$ cat config.mk
export PLATFORM = sky130hd
export DESIGN_NAME = ofmap_writeback_flat
export DESIGN_NICKNAME = d
export VERILOG_FILES = /design/src/rtl/conv_pkg.sv /design/src/rtl/ofmap_writeback_if.sv /design/src/rtl/ofmap_buf.sv /design/src/rtl/ofmap_writeback.sv /design/src/flat_wrapper.sv
export SDC_FILE = /design/constraint.sdc
export NUM_CORES = 1
export LEC_CHECK = 0
export CELL_PAD_IN_SITES_DETAIL_PLACEMENT = 0
export CELL_PAD_IN_SITES_GLOBAL_PLACEMENT = 1
export CORE_ASPECT_RATIO = 1.5
export CORE_MARGIN = 2
export CORE_UTILIZATION = 45
export CTS_BUF_LIST = sky130_fd_sc_hd__clkbuf_8
export CTS_CLUSTER_SIZE = 16
export DETAILED_ROUTE_END_ITERATION = 16
export PLACE_DENSITY = 0.64
export SLEW_MARGIN = 20
export SYNTH_ARGS = -nofsm -noshare
export SYNTH_HDL_FRONTEND = slang
export SYNTH_HIERARCHICAL = 1
export SYNTH_SLANG_ARGS = --single-unit
$ cat constraint.sdc
create_clock -name clk -period 5.1 [get_ports clk]
set_clock_uncertainty 0.15 [all_clocks]
set_input_delay 0.51 -clock clk [delete_from_list [all_inputs] [get_ports clk]]
set_output_delay 0.51 -clock clk [all_outputs]
set_load 0.005 [all_outputs]
$ cat src/rtl/conv_pkg.sv
// conv_pkg
// Shared definitions for the convolution datapath: the PE array, its top
// level and the output-feature-map writeback stage.
//   DW         - data word width (PE partial-sum width)
//   ROWS/COLS  - output tile geometry
//   TILE_WORDS - words per output tile, emitted row-major by the array
//   wb_state_t - writeback stage state encoding
package conv_pkg;

    localparam int DW         = 16;
    localparam int ROWS       = 5;
    localparam int COLS       = 5;
    localparam int TILE_WORDS = ROWS * COLS;

    typedef enum logic [1:0] {
        IDLE,
        COLLECT,
        DRAIN,
        DONE
    } wb_state_t;

endpackage

$ cat src/rtl/ofmap_writeback_if.sv
// ofmap_wr_if
// DRAM write port used by the writeback stage: one word per
// wr_valid && wr_ready cycle.
//   wr_addr  - DRAM word address
//   wr_data  - DRAM write data
//   wr_valid - write request
//   wr_ready - DRAM accepts the request this cycle
// The master modport is the requester (writeback stage) and the slave
// modport is the memory side.
interface ofmap_wr_if #(
    parameter int AW = 6,
    parameter int DW = 16
);

    logic [AW-1:0] wr_addr;
    logic [DW-1:0] wr_data;
    logic          wr_valid;
    logic          wr_ready;

    modport master (
        output wr_addr,
        output wr_data,
        output wr_valid,
        input  wr_ready
    );

    modport slave (
        input  wr_addr,
        input  wr_data,
        input  wr_valid,
        output wr_ready
    );

endinterface

$ cat src/rtl/ofmap_buf.sv
// ofmap_buf
// Tile buffer: DEPTH x DW register file with one synchronous write port and
// one registered read port.
//   clk, rst      - clock, asynchronous active-high reset (read register only)
//   we/waddr/wdata - write port, written on the rising edge when we=1
//   raddr         - read address, sampled every rising edge
//   rdata         - registered read data (mem[raddr] from the previous edge)
module ofmap_buf #(
    parameter int DW    = 16,
    parameter int DEPTH = conv_pkg::TILE_WORDS,
    parameter int CW    = $clog2(DEPTH)
) (
    input  logic          clk,
    input  logic          rst,
    input  logic          we,
    input  logic [CW-1:0] waddr,
    input  logic [DW-1:0] wdata,
    input  logic [CW-1:0] raddr,
    output logic [DW-1:0] rdata
);

    logic [DW-1:0] mem [DEPTH];

    // Storage needs no reset: every word is rewritten before it is drained.
    always_ff @(posedge clk) begin
        if (we) begin
            mem[waddr] <= wdata;
        end
    end

    // The read register is reset so the drain data bus is quiet after reset.
    always_ff @(posedge clk or posedge rst) begin
        if (rst) begin
            rdata <= '0;
        end else begin
            rdata <= mem[raddr];
        end
    end

endmodule

$ cat src/rtl/ofmap_writeback.sv
// ofmap_writeback
// Writeback stage behind the PE convolution array. Captures one ROWS x COLS
// output tile from the serial in_data/in_valid stream (optionally clamping
// negatives to zero), then drains it to DRAM at base_addr + index.
//   clk, rst        - clock, asynchronous active-high reset
//   start           - one-cycle pulse; arms (or restarts) tile capture
//   base_addr       - DRAM address of tile word 0, sampled with start
//   in_data/in_valid - result stream from the conv array
//   wr              - DRAM write port (master side)
//   busy            - tile capture or drain in progress
//   done            - one-cycle pulse after the last DRAM write is accepted
//   overflow        - sticky: stream word arrived while not collecting
module ofmap_writeback #(
    parameter int DW   = conv_pkg::DW,
    parameter int ROWS = conv_pkg::ROWS,
    parameter int COLS = conv_pkg::COLS,
    parameter int AW   = 6,
    parameter bit RELU = 1'b1
) (
    input  logic          clk,
    input  logic          rst,
    input  logic          start,
    input  logic [AW-1:0] base_addr,
    input  logic [DW-1:0] in_data,
    input  logic          in_valid,
    ofmap_wr_if.master    wr,
    output logic          busy,
    output logic          done,
    output logic          overflow
);

    import conv_pkg::*;

    localparam int            N_WORDS = ROWS * COLS;
    localparam int            CW      = $clog2(N_WORDS);
    localparam logic [CW-1:0] LAST    = CW'(N_WORDS - 1);

    wb_state_t     state;
    wb_state_t     state_next;
    logic [CW-1:0] wcnt;
    logic [CW-1:0] rcnt;
    logic [CW-1:0] rcnt_next;
    logic [AW-1:0] base;
    logic          armed;
    logic          handshake;
    logic          capture;
    logic          stray;
    logic [DW-1:0] cap_data;
    logic [DW-1:0] rd_data;

    // start always takes priority over a stream word in the same cycle, so
    // such a word is neither captured nor flagged as an overflow.
    assign handshake = (state == DRAIN) && wr.wr_ready;
    assign capture   = (state == COLLECT) && in_valid && !start;
    assign stray     = armed && in_valid && !start && (state != COLLECT);
    assign cap_data  = (RELU && in_data[DW-1]) ? '0 : in_data;

    // State register.
    always_ff @(posedge clk or posedge rst) begin
        if (rst) begin
            state <= IDLE;
        end else begin
            state <= state_next;
        end
    end

    // Next-state logic; start restarts the tile from any state.
    always_comb begin
        state_next = state;
        if (start) begin
            state_next = COLLECT;
        end else begin
            unique case (state)
                IDLE:    state_next = IDLE;
                COLLECT: if (capture && wcnt == LAST) state_next = DRAIN;
                DRAIN:   if (handshake && rcnt == LAST) state_next = DONE;
                DONE:    state_next = IDLE;
                default: state_next = IDLE;
            endcase
        end
    end

    // The read pointer is computed one cycle ahead and fed to the buffer's
    // registered read port, so the word at rcnt is already on rd_data in the
    // first DRAIN cycle and the cycle after each handshake. It parks on the
    // last index so it never addresses past the tile.
    always_comb begin
        rcnt_next = rcnt;
        if (start) begin
            rcnt_next = '0;
        end else if (handshake && rcnt != LAST) begin
            rcnt_next = rcnt + 1'b1;
        end
    end

    // Counters, latched base address and the overflow flag. armed stays low
    // until the first start so stream noise after reset is not reported.
    always_ff @(posedge clk or posedge rst) begin
        if (rst) begin
            wcnt     <= '0;
            rcnt     <= '0;
            base     <= '0;
            armed    <= 1'b0;
            overflow <= 1'b0;
        end else if (start) begin
            wcnt     <= '0;
            rcnt     <= '0;
            base     <= base_addr;
            armed    <= 1'b1;
            overflow <= 1'b0;
        end else begin
            if (capture) begin
                wcnt <= wcnt + 1'b1;
            end
            rcnt <= rcnt_next;
            if (stray) begin
                overflow <= 1'b1;
            end
        end
    end

    ofmap_buf #(
        .DW    (DW),
        .DEPTH (N_WORDS),
        .CW    (CW)
    ) u_buf (
        .clk   (clk),
        .rst   (rst),
        .we    (capture),
        .waddr (wcnt),
        .wdata (cap_data),
        .raddr (rcnt_next),
        .rdata (rd_data)
    );

    // Outputs decode registered state only. The address adder wraps modulo
    // 2^AW by truncation.
    assign wr.wr_valid = (state == DRAIN);
    assign wr.wr_addr  = (state == DRAIN) ? base + AW'(rcnt) : '0;
    assign wr.wr_data  = (state == DRAIN) ? rd_data : '0;
    assign busy        = (state == COLLECT) || (state == DRAIN);
    assign done        = (state == DONE);

endmodule

$ cat src/flat_wrapper.sv
// flat-port wrapper written by rule: the top's interface ports become plain ports
module ofmap_writeback_flat import conv_pkg::*;
#(
    parameter int DW   = conv_pkg::DW,
    parameter int ROWS = conv_pkg::ROWS,
    parameter int COLS = conv_pkg::COLS,
    parameter int AW   = 6,
    parameter bit RELU = 1'b1
)
  (clk, rst, start, base_addr, in_data, in_valid, busy, done, overflow, wr_wr_addr, wr_wr_data, wr_wr_valid, wr_wr_ready);
  ofmap_wr_if #(.AW(AW), .DW(DW)) wr_i ();
  input  logic clk;
  input  logic rst;
  input  logic start;
  input  logic [AW-1:0] base_addr;
  input  logic [DW-1:0] in_data;
  input  logic in_valid;
  output logic busy;
  output logic done;
  output logic overflow;
  output wire logic [$bits(wr_i.wr_addr)-1:0] wr_wr_addr;
  output wire logic [$bits(wr_i.wr_data)-1:0] wr_wr_data;
  output wire logic [$bits(wr_i.wr_valid)-1:0] wr_wr_valid;
  input wire logic [$bits(wr_i.wr_ready)-1:0] wr_wr_ready;
  assign wr_wr_addr = wr_i.wr_addr;
  assign wr_wr_data = wr_i.wr_data;
  assign wr_wr_valid = wr_i.wr_valid;
  assign wr_i.wr_ready = wr_wr_ready;
  ofmap_writeback #(.DW(DW), .ROWS(ROWS), .COLS(COLS), .AW(AW), .RELU(RELU)) u_core (.clk(clk), .rst(rst), .start(start), .base_addr(base_addr), .in_data(in_data), .in_valid(in_valid), .wr(wr_i), .busy(busy), .done(done), .overflow(overflow));
endmodule
# After elaboration in Yosys (flattened, before gate mapping)
# Memory sizes are Yosys's and may differ from the RTL's. A register that Yosys moved wholly into a read port is not among the register bits.
# Index checks and enable logic that the tools add are counted.
# classes
muxes,16
n_reduce_logical,16
eq_ne,9
n_addsub,3
# ops
operator,count
5-bit 2-to-1 mux,5
16-bit 2-to-1 mux,1
15-bit 2-to-1 mux,1
5-bit by 1-bit adder with 5-bit output (second input constant),2
5-bit equality test (second input constant),2
1-bit logical AND,9
6-bit by 5-bit adder with 6-bit output,1
2-bit 2-to-1 mux,3
6-bit 2-to-1 mux,1
2-bit case mux with 3 select lines,1
5-bit != test (second input constant),1
2-bit equality test (second input constant),2
1-bit 2-to-1 mux,4
2-bit nonzero test,2
3-bit by 2-bit != test with 1-bit output (second input constant),1
3-bit != test (second input constant),1
2-bit by 1-bit equality test with 1-bit output (second input constant),1
2-bit zero test,1
2-bit by 1-bit != test with 1-bit output (second input constant),1
2-bit AND reduction,1
2-bit OR reduction,1
1-bit zero test,1
1-bit logical OR,1
# totals
ff_bits,36
out_inout_bits,26
wordCells,52
mem_bits_rw,375
inputBits,27
n_memories,1
# memory_table
memory,words,word_bits,read_ports,rd_ports_with_merged_regs,write_ports,line_no,source
u_core.u_buf.mem,25,15,1,1,1,ofmap_buf.sv:22,logic [DW-1:0] mem [DEPTH];

# Depth between registers and ports, before layout
# Gate-level depths: netlist of the first run.
# logic_depth
depth_word,7
ltp_mapped,14
mapped_depth_nobuf,10

# Hierarchy
# The synthesis of the first run kept the hierarchy.
# by_module_without_submodules
module,area_per_inst_um2,cells_per_inst,n_inst,seq_area_each_um2
ofmap_buf,15900.2,757,1,12411.9
ofmap_writeback,1465.2,157,1,500.5

# Worst setup path after synthesis of the first run
# No wires, ideal clock.
# synth_path
path_kind,reg-to-reg
from,register u_core.state[1]
to,"memory u_core/u_buf/mem[20][0] in the netlist's numbering, enable pin"
slack_ns,2.185
stages_incl_launch_ff,8
arrival_time_ns,2.377
period_less_slack_ns,2.915
required_time_ns,4.562
setup_ns,0.388
n_path_buf,1
cell_sequence,dfrtp_1 > inv_1 > ha_1 > nand2_4 > nor2_1 > or3b_2 > clkbuf_1 > nor2_1
# synth_between
elab_chain_len,5
# synth_lines
element,line_no,source
start: declaration,ofmap_writeback.sv:38,wb_state_t state;
start signal: assignment,ofmap_writeback.sv:63,state <= state_next;
2-bit by 1-bit equality test with 1-bit output,ofmap_writeback.sv:54,assign capture = (state == COLLECT) && in_valid && !start;
1-bit logical AND (2 in series),ofmap_writeback.sv:54,
named net u_core.capture,ofmap_writeback.sv:46,logic capture;
1-bit 2-to-1 mux,ofmap_buf.sv:26,if (we) begin
1-bit 2-to-1 mux (not written as such),ofmap_buf.sv:27,mem[waddr] <= wdata;
end: declaration,ofmap_buf.sv:22,
# The timed path passes the listed nets, and every way through them passes these cells.

==> results summary, run 1 <==
The flow ran to the end, and the final reports show no timing, DRC or antenna violations. Setup repair after global routing left no endpoint under its margin. The delay contributed by the slowest stage of the critical path came out at 0.54 ns. Of the total power, registers draw 57.2%. The origin of the critical flop-to-flop path is u_core/state[0].

For this block, the routed nets add up to 37100 um of wire. The combinational share of power came out at under 10%. The maximum fanout along the worst path is 17.

The final standard cell count with taps included and fillers excluded came out at 1609. The pin count of the biggest net entering global routing is 46. In this run, the number of DRC markers left after iteration 0 of detailed routing was 740.

The max capacitance violation total is 0. The power density normalized to cell area is 353 nW/um^2. The initial antenna violation count is 1. The post-route antenna net violation count came out at 0. The routed layout has 8725 vias. The later pin in the worst-skew pair is clocked with a latency of around 0.63 ns.

The detail-routed net length per standard cell came out at 23.0 um. The area share of the largest cell type after synthesis came out at 69.2%. Tracing the worst setup path back leads to its startpoint at u_core/state[0]. The netlist area before placement is 17400 um^2. The transition at the pin with the smallest max-transition slack came out at 0.858 ns. The internal power of the cells totals around 5.4 mW. The total power came out at 7.01 mW. The mean cell area of the mapped netlist is 19.0 um^2. The wire length of the first global-routing pass is 56900 um. The fraction of the core area covered by cells at the end of the flow is around 52%.

The worst path in the final design needs a cycle of 3.76 ns, including I/O delays and setup. The analysis attributes to cell leakage a power of approximately 6.5 nW. The achievable frequency is 266 MHz. During synthesis, Yosys emitted a total of 6 warnings. On the critical path, the stage with the largest delay is an instance of sky130_fd_sc_hd__ha_1. STA classifies the critical path endpoint as a flip-flop.

The number of cells after detailed placement is approximately 1500. Measured along the x axis, the die boundary spans 164 um. The number of distinct library cells after synthesis is 53. The clock sink count came out at 436. After clock tree synthesis, the clock-pin slew on the worst setup and hold paths is 0.08 ns.

The height of the chip came out at ~240 um. The number of hold violations in the final report is 0. The site row count came out at approximately 90. TritonCTS built the clock tree. The final-report max-slew violation count is 0. The number of top-level pins is 53. The wire-length estimate of the detail-placed layout is ~24000 um. The number of buffers inserted by post-CTS setup repair came out at 0. The tree is rooted in a sky130_fd_sc_hd__clkbuf_8.

The arrival time reported for the critical path endpoint came out at ~4.1 ns. The floorplan step defined a die boundary enclosing 40200 um^2. The tightest min-delay check is of the in2async type. STA classifies the critical path startpoint as a flip-flop. The port buffer count came out at 52. The tightest hold margin came out at around 0.21 ns. The number of design rule violations left after detail routing is 0. The global route total overflow is 0. The maximum count of clock buffers along a single path came out at 3. The number of fillers in the final layout came out at 3122. The portion of the post-synthesis area used by sequential elements is 74.4%. The largest total area in the synthesized netlist belongs to sky130_fd_sc_hd__edfxtp_1.

The count of flip-flops with a built-in enable after synthesis is 400. Sorting the synthesized cells by area gives the leading types as sky130_fd_sc_hd__edfxtp_1, sky130_fd_sc_hd__mux4_2, sky130_fd_sc_hd__dfrtp_1. The H-tree generated during clock tree synthesis spans 2 levels. The number of buffers created by CTS is 59. Measured against its own limit, the worst slew margin works out to 42.7%. The register bit count reported by yosys is 436. Of the total power, the share spent switching nets is 22.6%. Of all flip-flops after synthesis, the portion carrying an async set or reset was 8.26%. The number of nets at the end of the flow came out at 1103. The area growth from synthesis to layout is 14.3%.

The post-synthesis instance total is 914. The first-pass detailed-route iteration total came out at 5. The quantity of hold-fixing buffers added after cts came out at 0. After floorplanning, the core was sized to cover between 30000 and 40000 um^2.

The number of global-route vias before repair is 9230. The fraction of final layout cells with drive strength greater than 1 is 20.5%. The maximum VDD drop is 0.167 mV. The setup violation total in the final timing report came out at 0.

The summed negative setup slack over all endpoints came out at 0 ns. After detailed routing, the number of vias per cell comes to 5.42. The switching power summed over all nets came out at roughly 1.6 mW. The worst path uses around three quarters of the clock period.

In this run, post-CTS repair resized a total of 0 instances. The share of total power in the clock network is 35.5%. Global routing consumed, over all layers together, 19.1% of the routing resources. The effective utilization at floorplan came out at 45.3%. Among all flip-flop cells after synthesis, the most frequent one is sky130_fd_sc_hd__edfxtp_1. The worst setup path is of the reg2reg kind. The weighted congestion reported at the end of routability-driven placement is 0.804. Walking the worst path, the cells encountered are inv_1 > ha_1 > nand4_1 > xor2_1 > nor2_4 > buf_4 > nand2_1 > o22ai_1 > o211ai_1. The data required time of the worst path is 5.43 ns.
-- routing by layer --
metal,global-route usage [%],vias to the layer above,wire length (um)
met5,0,-,0
li1,-,3924,-
met2,32.6,206,19000
met3,3.17,56,1660
met4,5.78,0,860
met1,25.2,4539,15500
-- cell usage in the layout, fill, tap and decap left out, drive strengths merged, types with 25 or more instances in the layout --
cell,instances
dfrtp,36
nor2,43
clkdlybuf4s50,52
inv,38
buf,56
clkinv,25
clkbuf,60
edfxtp,400
conb,25
mux4,72
mux2i,52
-- power by group through the flow --
stage               sequential (mW)  clock, mW  combinational, mW
floorplan                      4.08          0              0.340
global placement               4.09          0              0.520
detailed placement             4.09          0              0.523
CTS                            4.01       2.57              0.525
global route                   4.02       2.71              0.566
finish                         4.01       2.48              0.513
-- final timing paths --
| check | cells past startpoint | slack [ns] | end |
|---|---|---|---|
| worst max-delay path | 9 | 1.34 | u_core/u_buf/rdata[15] |
| worst min-delay path | 2 | 0.21 | u_core/wcnt[0] |
| worst max register to register | 9 | 1.34 | u_core/u_buf/rdata[15] |
| worst min register to register | 1 | 0.33 | u_core/armed |
| max in group asynchronous | 2 | 4.02 | u_core/u_buf/rdata[14] |
| min in group clk | 1 | 0.33 | u_core/armed |
-- cells in the mapped netlist, types with 2 or more instances --
library cell / instances
sky130_fd_sc_hd__and3_1: 2
sky130_fd_sc_hd__nand3_1: 20
sky130_fd_sc_hd__edfxtp_1: 400
sky130_fd_sc_hd__nor2b_1: 20
sky130_fd_sc_hd__mux2_2: 7
sky130_fd_sc_hd__clkbuf_1: 17
sky130_fd_sc_hd__buf_4: 3
sky130_fd_sc_hd__mux4_1: 4
sky130_fd_sc_hd__o21ai_1: 7
sky130_fd_sc_hd__buf_12: 3
sky130_fd_sc_hd__a211oi_1: 3
sky130_fd_sc_hd__nor3_1: 4
sky130_fd_sc_hd__dfrtp_1: 36
sky130_fd_sc_hd__a22oi_1: 17
sky130_fd_sc_hd__or2_2: 4
sky130_fd_sc_hd__buf_1: 3
sky130_fd_sc_hd__inv_1: 14
sky130_fd_sc_hd__nand2_1: 23
sky130_fd_sc_hd__or3b_2: 2
sky130_fd_sc_hd__a221oi_1: 3
sky130_fd_sc_hd__a21o_1: 2
sky130_fd_sc_hd__a31oi_1: 4
sky130_fd_sc_hd__a221oi_2: 3
sky130_fd_sc_hd__o21ai_0: 15
sky130_fd_sc_hd__nor2_1: 43
sky130_fd_sc_hd__and2_1: 22
sky130_fd_sc_hd__ha_1: 13
sky130_fd_sc_hd__a21oi_1: 10
sky130_fd_sc_hd__mux4_2: 68
sky130_fd_sc_hd__o211ai_1: 13
sky130_fd_sc_hd__mux2i_1: 52
sky130_fd_sc_hd__xor2_1: 7
sky130_fd_sc_hd__nand2b_1: 6
sky130_fd_sc_hd__nand4b_1: 4
sky130_fd_sc_hd__buf_2: 8
sky130_fd_sc_hd__and3b_1: 3
sky130_fd_sc_hd__xnor2_1: 3
sky130_fd_sc_hd__o22ai_1: 18
sky130_fd_sc_hd__buf_8: 3
sky130_fd_sc_hd__buf_6: 8
sky130_fd_sc_hd__nand3b_1: 5
-- cell families (layout without fill, tap and decap cells) --
family | after synthesis | in the layout | share of synthesized area, %
AND/OR/NAND/NOR | 164 | 164 | 5.04
adder cells (fa/ha/maj) | 14 | 14 | 1.05
flip-flops | 436 | 436 | 74.4
other | 1 | 26 | 0.0216
multiplexers | 131 | 131 | 12.9
AO/OA/AOI/OAI | 99 | 99 | 3.93
buffers and inverters | 59 | 234 | 2.22
XOR/XNOR | 10 | 10 | 0.504
-- worst max-delay path, delay by kind of cell, from the launching register on --
family,cells,cell delay (ns)
AO/OA/AOI/OAI,2,0.66
flip-flops,1,0.42
AND/OR/NAND/NOR,3,1.14
XOR/XNOR,1,0.22
adder cells (fa/ha/maj),1,0.54
buffers and inverters,2,0.48
-- metrics by stage --
step / area, um^2 / worst slack [ns]
floorplan: 17500 / 2.18
global placement: 18700 / 1.33
detailed placement: 18700 / 1.28
CTS: 19800 / 1.26
global route: 19800 / 1.08
finish: 19800 / 1.34
-- sequential cells by signal, summed over array words and instances, names as in the netlist --
name                count
u_core/overflow         1
u_core/rcnt             5
u_core/state            2
u_core/armed            1
u_core/wcnt             5
u_core/u_buf/mem      400
u_core/base             6
u_core/u_buf/rdata     16
-- final cells by class --
class	instances	area, um^2	share of cell area (%)
Multi-Input combinational cell	443	4180	21.1
Clock inverter	52	289	1.46
Antenna cell	1	2.50	0.0126
Clock buffer	60	826	4.16
Timing Repair Buffer	108	966	4.87
Tap cell	495	619	3.12
Sequential cell	436	12900	65.1
Inverter	14	52.6	0.265
(Power assumes the default switching activity.)
==> run 2, diff against run 1 <==
--- a/config.mk
+++ b/config.mk
@@ -13,7 +13,7 @@
 export CTS_BUF_LIST = sky130_fd_sc_hd__clkbuf_8
 export CTS_CLUSTER_SIZE = 16
 export DETAILED_ROUTE_END_ITERATION = 16
-export PLACE_DENSITY = 0.64
+export PLACE_DENSITY = 0.67
 export SLEW_MARGIN = 20
 export SYNTH_ARGS = -nofsm -noshare
 export SYNTH_HDL_FRONTEND = slang
==> constraint.sdc (replaced) <==
create_clock -name clk -period 3.4 [get_ports clk]
set_clock_uncertainty 0.15 [all_clocks]
set_input_delay 0.34 -clock clk [delete_from_list [all_inputs] [get_ports clk]]
set_output_delay 0.34 -clock clk [all_outputs]
set_load 0.005 [all_outputs]
==> run 2 against run 1 <==
  * Clock-buffer cell count up 7
  * Sequential share of layout area decreased by 1.0 points
  * Register-to-register slack got worse by 1.2 ns
  * Clock power up 58%
  * Largest power group unchanged
  * Highest routed layer unchanged
==> results summary, run 2 (synthesis results as in run 1) <==
Run status: finished clean (unchanged). The overall via count from detail_route came to 8844 (was 8725). The number of H-tree levels was 2 (unchanged). The flip-flop count of the largest register, all copies and words added is 400 (unchanged). The detail-routed net length per standard cell is 23.8 um (was 23.0 um). The data required time of the worst path is 2.91 ns (was 5.43 ns).

The headroom to the max-slew limit came out at 26.5% (was 42.7%). The worst setup slack for register-to-register paths is 0.17 ns (was 1.34 ns). The maximum count of clock buffers along a single path came out at 3 (unchanged). The number of design rule violations left after detail routing is 0 (unchanged). The timing startpoint of the critical path is u_core/rcnt[0] (was u_core/state[0]).

The number of buffers inserted by post-CTS setup repair is 0 (unchanged). The number of fillers in the final layout was 3130 (was 3122). The class of the tightest hold or removal check was in2async (unchanged). The die width came out at 164 um (unchanged). The wire length of the first global-routing pass is 58300 um (was 56900 um). The height of the chip is 245 um (unchanged).

The tightest hold margin came out at 0.0453 ns (was 0.209 ns). The endpoint of the most critical setup path is wr_wr_addr[4] (was u_core/u_buf/rdata[15]). The worst-case reg-to-reg path depth is 10 (was 9). The clock sink count came out at 436 (unchanged).

The switching part of the total came out at 22.1% (was 22.6%). The origin of the critical flop-to-flop path was u_core/rcnt[1] (was u_core/state[0]). The endpoint of the lowest-slack register-to-register path is u_core/u_buf/rdata[9] (was u_core/u_buf/rdata[15]). The combinational share of power was 7.5% (was 7.3%).

The setup violation total in the final timing report came out at 0 (unchanged). The fraction of final layout cells with drive strength greater than 1 is 21.6% (was 20.5%). The TritonCTS clock tree is yes (unchanged). The most common library cell in the layout ignoring fill and taps is sky130_fd_sc_hd__edfxtp_1 (unchanged). The placeable core area is 38300 um^2 (unchanged). The post-route antenna net violation count is 0 (unchanged). The buffer type at the clock tree root is sky130_fd_sc_hd__clkbuf_8 (unchanged).

Registers with the most flip-flops: u_core/u_buf/mem x400, u_core/u_buf/rdata x16, u_core/base x6 (unchanged). The quantity of hold-fixing buffers added after cts came out at 0 (unchanged). The global routing usage on met2 was 34.0% (was 32.6%). The estimated wirelength of the detail-placed design is 24300 um (was 23700 um). The met3 track utilization from global routing is 3.29% (was 3.17%).

The achievable frequency is between 300 and 400 MHz. The area enclosed by the die boundary came out at 40200 um^2 (unchanged). The endpoint type of the worst setup path is a primary output (was flip-flop). The combined area of the multi-input logic cells came out at 4200 um^2 (was 4180 um^2). The weighted congestion reported at the end of routability-driven placement is 0.778 (was 0.804). The number of nets at the end of the flow came to 1126 (was 1103). The maximum fanout along the worst path came out at 5 (was 17). RSZ-0062 raised after global routing: false (unchanged). The minimum period implied by the final worst setup slack came out at 3.28 ns. The worst-skew pair later-pin latency came out at 0.63 ns (about the same). The area overhead of the layout relative to synthesis came out at 16.1% (was 14.3%). The number of top-level pins came out at 53 (unchanged). The critical path startpoint category was a flip-flop (unchanged). The part of the power in registers came out at 56.1% (was 57.2%).

The switching power summed over all nets came to 2.38 mW (was 1.59 mW). The critical path class is reg2out (was reg2reg). The peak-usage layer in the global routing report is met2 (unchanged). The register cell area after layout was 12900 um^2 (about the same). The internal cell power is 8.36 mW (was 5.42 mW). The transition at the pin with the smallest max-transition slack came out at 1.10 ns (was 0.858 ns). The overall track demand over capacity in global routing is 19.8% (was 19.1%). The first-iteration detailed-routing DRC count came out at 771 (was 740). The port buffer count came out at 52 (unchanged). The post-route clock period utilization is 96.5%.

The maximum VDD drop is 0.345 mV (was 0.167 mV). The share of total power in the clock network came to 36.5% (was 35.5%). The first-pass detailed-route iteration total is 5 (unchanged). The cell leakage power came out at 6.66 nW (was 6.49 nW).

The power density normalized to cell area is 533 nW/um^2 (was 353 nW/um^2). The via density per instance came out at 5.43 (was 5.42). The clock transition time at the flip-flop clock pins of the worst setup and hold paths came out at 0.07 ns (was 0.08 ns). The fraction of the core area covered by cells at the end of the flow came out at 52.6% (was 51.8%). The number of hold violations in the final report was 0 (unchanged). The effective utilization at floorplan came out at 45.3% (unchanged). The initial antenna violation count is 1 (unchanged). The arrival time reported for the critical path endpoint is 2.79 ns (was 4.09 ns). The final-report max-slew violation count is 0 (unchanged).

The pin count of the biggest net entering global routing is 40 (was 46). The number of buffers created by CTS came out at 61 (was 59). The number of global-route vias before repair is 9260 (was 9230). The max capacitance violation total is 0 (unchanged). The number of gates given a new drive strength after cts came out at 0 (unchanged). The site row count came out at 88 (unchanged). The global-route met1 utilization is 25.8% (was 25.2%). The summed negative setup slack over all endpoints came to 0 ns (unchanged). Commonest non-fill, non-tap cells in the layout: sky130_fd_sc_hd__edfxtp_1, sky130_fd_sc_hd__buf_4, sky130_fd_sc_hd__mux4_2, sky130_fd_sc_hd__clkbuf_8 (was sky130_fd_sc_hd__edfxtp_1, sky130_fd_sc_hd__mux4_2, sky130_fd_sc_hd__clkbuf_8, sky130_fd_sc_hd__buf_4). The aggregate routed wire length is 38700 um (was 37100 um).

The register name with the most flops is u_core/u_buf/mem (unchanged). The global route total overflow came out at 0 (unchanged).
run 2: changes by cell type in the layout (fill, tap and decap cells not counted), moves of 2 or more:
cell and delta:
sky130_fd_sc_hd__inv_1 +7, sky130_fd_sc_hd__clkinv_2 -15, sky130_fd_sc_hd__clkbuf_8 +7, sky130_fd_sc_hd__buf_4 +15, sky130_fd_sc_hd__clkinv_1 +2, sky130_fd_sc_hd__buf_12 +6
run 2: critical path: stages (launching register included):
cell,delay (ns)
sky130_fd_sc_hd__dfrtp_2,0.44
sky130_fd_sc_hd__ha_2,0.20
sky130_fd_sc_hd__fa_1,0.40
sky130_fd_sc_hd__a21o_1,0.18
sky130_fd_sc_hd__a21oi_1,0.16
sky130_fd_sc_hd__xnor2_1,0.13
sky130_fd_sc_hd__and2_1,0.14
sky130_fd_sc_hd__clkdlybuf4s50_1,0.51
run 2: per-stage QoR:
stage / instance area (um^2) / std cells / worst slack [ns] / power (mW)
after floorplan: 17500 / 938 / 0.485 / 6.63
after global placement: 19000 / 1517 / 0.114 / 6.94
after detailed placement: 19000 / 1517 / 0.0903 / 6.95
after CTS: 20100 / 1629 / 0.00669 / 10.9
after global routing: 20200 / 1630 / 0.00465 / 11.2
final: 20200 / 1630 / 0.118 / 10.7
run 2: how the worst min path moves through the flow:
stage / startpoint / end / slack (ns) / cells after the start
3_3_place_gp: u_core/armed / u_core/armed / 0.30 / 1
6_report: rst / u_core/base[5] / 0.05 / 2
5_1_grt: rst / u_core/base[3] / 0.10 / 2
2_1_floorplan: rst / u_core/u_buf/rdata[0] / 0.10 / 1
4_1_cts: rst / u_core/base[3] / 0.05 / 2
3_5_place_dp: u_core/armed / u_core/armed / 0.31 / 1
run 2: power by group through the flow:
stage,Clock [mW],Sequential [mW],Combinational [mW]
global placement,0,6.13,0.806
global route,4.25,6.03,0.879
floorplan,0,6.12,0.511
detailed placement,0,6.13,0.814
CTS,4.02,6.02,0.817
finish,3.92,6.02,0.801
run 2: metal layers:
layer	part of all wire, %	vias to the layer above
met5	0	-
met4	2.4	0
met3	5.2	67
met2	51	239
met1	41	4556
li1	-	3982
run 2: area by class of cell:
cell class                 instances  area share (%)
inverter                          14           0.261
tap                              495            3.07
clock buffer                      67            4.57
clock inverter                    45            1.25
timing repair buffer             129            5.95
antenna                            1          0.0124
multi-input combinational        443            20.8
sequential                       436            64.1
